<file path="config.mk">
export PLATFORM = sky130hd
export DESIGN_NAME = mul4_mac_sequencer
export DESIGN_NICKNAME = d
export VERILOG_FILES = /design/src/rtl/mul4_mac_sequencer.sv
export SDC_FILE = /design/constraint.sdc
export NUM_CORES = 1
export LEC_CHECK = 0
export CAP_MARGIN = 20
export CORE_ASPECT_RATIO = 0.6
export CORE_MARGIN = 2
export CORE_UTILIZATION = 48
export DETAILED_ROUTE_END_ITERATION = 6
export PLACE_DENSITY_LB_ADDON = 0.12
export SLEW_MARGIN = 25
export SYNTH_ARGS = -nofsm -noshare
export SYNTH_HDL_FRONTEND = slang
export SYNTH_SLANG_ARGS = --single-unit
</file>
<file path="constraint.sdc">
create_clock -name clk -period 2.2 [get_ports clk]
set_input_delay 0.44 -clock clk [delete_from_list [all_inputs] [get_ports clk]]
set_output_delay 0.44 -clock clk [all_outputs]
set_load 0.01 [all_outputs]
</file>
<file path="src/rtl/mul4_mac_sequencer.sv">
// Operand register, settle timer and accumulator around a 4x4 array multiplier.
// Define MUL4_MAC_SATURATE_EN to clamp the accumulator on overflow instead of wrapping.
module mul4_mac_sequencer #(
  parameter int ACC_W      = 16,
  parameter int SETTLE_CYC = 1
) (
  input  logic             clk,
  input  logic             rst_n,
  input  logic             in_valid,
  output logic             in_ready,
  input  logic [3:0]       in_a,
  input  logic [3:0]       in_b,
  input  logic             in_last,
  output logic [3:0]       mul_a,
  output logic [3:0]       mul_b,
  input  logic [7:0]       mul_p,
  output logic             out_valid,
  input  logic             out_ready,
  output logic [ACC_W-1:0] out_acc,
  output logic             out_ovf,
  output logic             busy
);

  typedef enum logic [1:0] {
    IDLE,
    SETTLE,
    HOLD
  } state_e;

  localparam logic [3:0] CNT_INIT = 4'(SETTLE_CYC - 1);

  state_e           state_q, state_d;
  logic [3:0]       cnt_q, cnt_d;
  logic             last_q, last_d;
  logic [3:0]       mul_a_q, mul_a_d;
  logic [3:0]       mul_b_q, mul_b_d;
  logic [ACC_W-1:0] acc_q, acc_d;
  logic             ovf_q, ovf_d;
  logic [ACC_W:0]   sum;

  // One spare bit catches the carry-out of the accumulation.
  assign sum = {1'b0, acc_q} + {{(ACC_W - 7){1'b0}}, mul_p};

  always_ff @(posedge clk or negedge rst_n) begin
    if (!rst_n) begin
      state_q <= IDLE;
      cnt_q   <= '0;
      last_q  <= 1'b0;
      mul_a_q <= '0;
      mul_b_q <= '0;
      acc_q   <= '0;
      ovf_q   <= 1'b0;
    end else begin
      state_q <= state_d;
      cnt_q   <= cnt_d;
      last_q  <= last_d;
      mul_a_q <= mul_a_d;
      mul_b_q <= mul_b_d;
      acc_q   <= acc_d;
      ovf_q   <= ovf_d;
    end
  end

  always_comb begin
    state_d = state_q;
    cnt_d   = cnt_q;
    last_d  = last_q;
    mul_a_d = mul_a_q;
    mul_b_d = mul_b_q;
    acc_d   = acc_q;
    ovf_d   = ovf_q;
    unique case (state_q)
      IDLE: begin
        if (in_valid) begin
          mul_a_d = in_a;
          mul_b_d = in_b;
          last_d  = in_last;
          cnt_d   = CNT_INIT;
          state_d = SETTLE;
        end
      end
      SETTLE: begin
        if (cnt_q != 4'd0) begin
          cnt_d = cnt_q - 4'd1;
        end else begin
`ifdef MUL4_MAC_SATURATE_EN
          if (sum[ACC_W] || ovf_q) begin
            acc_d = '1;
          end else begin
            acc_d = sum[ACC_W-1:0];
          end
`else
          acc_d = sum[ACC_W-1:0];
`endif
          ovf_d   = ovf_q | sum[ACC_W];
          state_d = last_q ? HOLD : IDLE;
        end
      end
      HOLD: begin
        if (out_ready) begin
          acc_d   = '0;
          ovf_d   = 1'b0;
          state_d = IDLE;
        end
      end
      default: begin
        state_d = IDLE;
      end
    endcase
  end

  assign in_ready  = (state_q == IDLE);
  assign out_valid = (state_q == HOLD);
  assign busy      = (state_q != IDLE);
  assign mul_a     = mul_a_q;
  assign mul_b     = mul_b_q;
  assign out_acc   = acc_q;
  assign out_ovf   = ovf_q;

endmodule

</file>
==> impl_metrics.yaml <==
finish:
  final_common_cell: "clkdlybuf4s50_1"
  n_antenna_cell: 0
  fin_nets: 275
  final_core_util: 0.727
  drive_above_1_share: 0.209
  layout_common_cells: "clkdlybuf4s50_1 (46), dfrtp_1 (32), buf_4 (20)"
  area_delta_synth_final_pct: 45.2
  fill_cells: 271
pwr:
  powerDensity_mw_per_mm2: 1280
  p_seq_frac: 0.294
  ir_worst_vdd_mv: 0.745
  clock_power_share: 0.161
  cell_internal_pwr_w: 0.00217
  p_leak_nw: 1.20
  switching_share: 0.367
  combPwrFrac: 0.545
  power.switching_w: 0.00126
routing:
  drt_first_pass_iters: 4
  antenna_left: 0
  drt-total-wl_um: 4680
  wl_per_cell_um: 16.1
  drtIter0Drc: 54
  drc: 0
  num_vias: 1599
  drt-vias-per-instance: 5.49
timing:
  totalNegativeSetupSlack_ns: 0
  setup_viol: 0
  hold_violations: 0
  worstMarginPinSlew_ns: 0.505
  fin_crit_sh: 0.980
  fmax_mhz: 464
  clock_skew_ns: 0.00827
  period_needed_ns: 2.16
  slew_headroom: 0.664
  drv_slew: 0
floorplan:
  fp.dieH_um: 52.0
  die_area_sq_mm: 0.00436
  rows: 17
  io_pins: 49
  start_util: 0.501
  die_w_um: 84.0
  design.core.area_sq_mm: 0.00368
logic_synthesis:
  synth_edf_count: 0
  synth-async-reset-ratio: 1.00
  synthDistinctLibCells: 44
  synth-seq-area-share: 0.435
  syn_area_sq_mm: 0.00184
  ys_warn_count: 0
  ys_ff_latch: 32
  avgSynthCellArea_sq_um: 10.4
  synth_cells: 177
  dominantRegCellSynth: "dfrtp_1"
  syn-num-nets: 209
global_routing:
  grt_overflow_total: 0
  grt_pass1_wl_um: 7340
  antenna_found_initial: 0
  grt_usage: 0.218
  grt_max_degree: 33
  grt_pass1_vias: 1523
flow_run:
  maxCapViolCount: 0
clock_tree:
  cts_buffers: 5
  clock_path_buffers: 2
  clk_latency_ns: 0.28
  cts_tree: "yes"
  cts_root_buf: "clkbuf_8"
  clkTransAtPathRegs_ns: 0.07
  cts.sinks: 32
  htreeDepth: 2
setup_path:
  critPathCaptureType: "flop"
  crit_required_ns: 2.40
  cp-start-kind: "primary input"
  arrival_ns: 2.36
  ff2ff_path_depth: 7
  crit_fanout: 6
  crit_type: "in2reg"
placement:
  io_buffer_count: 48
  place_congestion: 0.877
  dpl.hpwl_um: 3420
run_status:
  status: "finished clean"
hold_path:
  min_path_cells: 2
  hp-class: "reg2reg"
==> through the flow <==
step	setup slack (ns)	total power, W	cell area (sq um)	hold WS (ns)	cells
5_1_grt	-0.0153	0.00366	2680	0.529	291
2_1_floorplan	0.231	0.00197	1840	0.144	177
3_5_place_dp	-0.416	0.00274	2460	0.491	278
6_report	0.0450	0.00343	2680	0.500	291
4_1_cts	-0.00601	0.00332	2570	0.507	286
3_3_place_gp	-0.321	0.00266	2460	0.477	278
==> cell families after synthesis <==
family,count (synthesis),synth area share
buffers and inverters,16,0.0346
adder cells (fa/ha/maj),11,0.0788
flip-flops,32,0.435
XOR/XNOR,11,0.0523
AO/OA/AOI/OAI,42,0.181
AND/OR/NAND/NOR,56,0.164
multiplexers,9,0.0550
==> power by group through the flow <==
stage	sequential (W)	combinational, W	clock [W]
final	0.00101	0.00187	0.000551
after global routing	0.00104	0.00203	0.000587
after CTS	0.000997	0.00176	0.000560
after detailed placement	0.00101	0.00174	0
after global placement	0.000987	0.00168	0
after floorplan	0.00105	0.000918	0
==> state kept, by name, summed over array words and instances, names as in the netlist <==
name / count
state_q: 2
cnt_q: 4
out_acc: 16
last_q: 1
mul_b: 4
out_ovf: 1
mul_a: 4
==> Yosys cell counts (2+ instances only) <==
cell type | count | area [sq um]
clkbuf_1 | 5 | 18.8
buf_2 | 2 | 10.0
a211oi_1 | 2 | 15.0
inv_1 | 7 | 26.3
nand4_1 | 3 | 18.8
nand3_1 | 10 | 50.1
nand2_1 | 9 | 33.8
xnor2_1 | 6 | 52.6
and2_1 | 3 | 18.8
a21oi_1 | 6 | 30.0
o31ai_1 | 3 | 22.5
ha_1 | 10 | 125
dfrtp_1 | 32 | 801
a21o_1 | 2 | 15.0
xor2_1 | 5 | 43.8
o21ai_0 | 8 | 40.0
or4_1 | 2 | 15.0
nand2b_1 | 2 | 12.5
o21a_1 | 2 | 15.0
a31oi_1 | 4 | 25.0
mux2_2 | 9 | 101
nor2_1 | 14 | 52.6
and3_1 | 5 | 31.3
nor2b_1 | 4 | 25.0
a41o_1 | 3 | 30.0
==> final cells by class <==
cell class	instances	area [sq um]	area share
clock buffer	6	72.6	0.0271
clock inverter	2	35.0	0.0131
inverter	7	26.3	0.00982
multi-input combinational	129	1050	0.391
sequential	32	801	0.299
tap	47	58.8	0.0220
timing repair buffer	68	636	0.238
==> per-layer routing <==
metal / routed length, um / GRT usage / vias to the layer above
li1: - / - / 769
met1: 2250 / 0.308 / 787
met4: 32 / 0.0538 / 0
met2: 2140 / 0.328 / 38
met5: 0 / 0 / -
met3: 249 / 0.0683 / 5
==> repair_timing <==
| action | CTS | global route |
|---|---|---|
| buffers inserted | 0 | 5 |
| hold buffers | 0 | 0 |
| endpoints found under the setup margin | 4 | 6 |
| pin swaps | 3 | 6 |
| gates cloned | 0 | 0 |
| resized for setup | 3 | 10 |
==> worst max-delay path: stages <==
cell,delay (ns)
clkdlybuf4s50_1,0.45
ha_4,0.30
and3_1,0.20
a2111oi_4,0.06
buf_4,0.17
a2bb2oi_1,0.14
or4_1,0.47
a21oi_1,0.14
==> worst paths after layout <==
path / startpoint / slack (ns) / to
setup reg to reg: cnt_q[0] / 0.14 / out_acc[15]
hold / removal: last_q / 0.50 / state_q[1]
max in group asynchronous: rst_n / 1.32 / mul_a[2]
min in group asynchronous: rst_n / 0.58 / out_acc[8]
setup / recovery: mul_p[3] / 0.04 / out_acc[13]
hold reg to reg: last_q / 0.50 / state_q[1]
No activity file was read; power rests on OpenSTA's default activity.
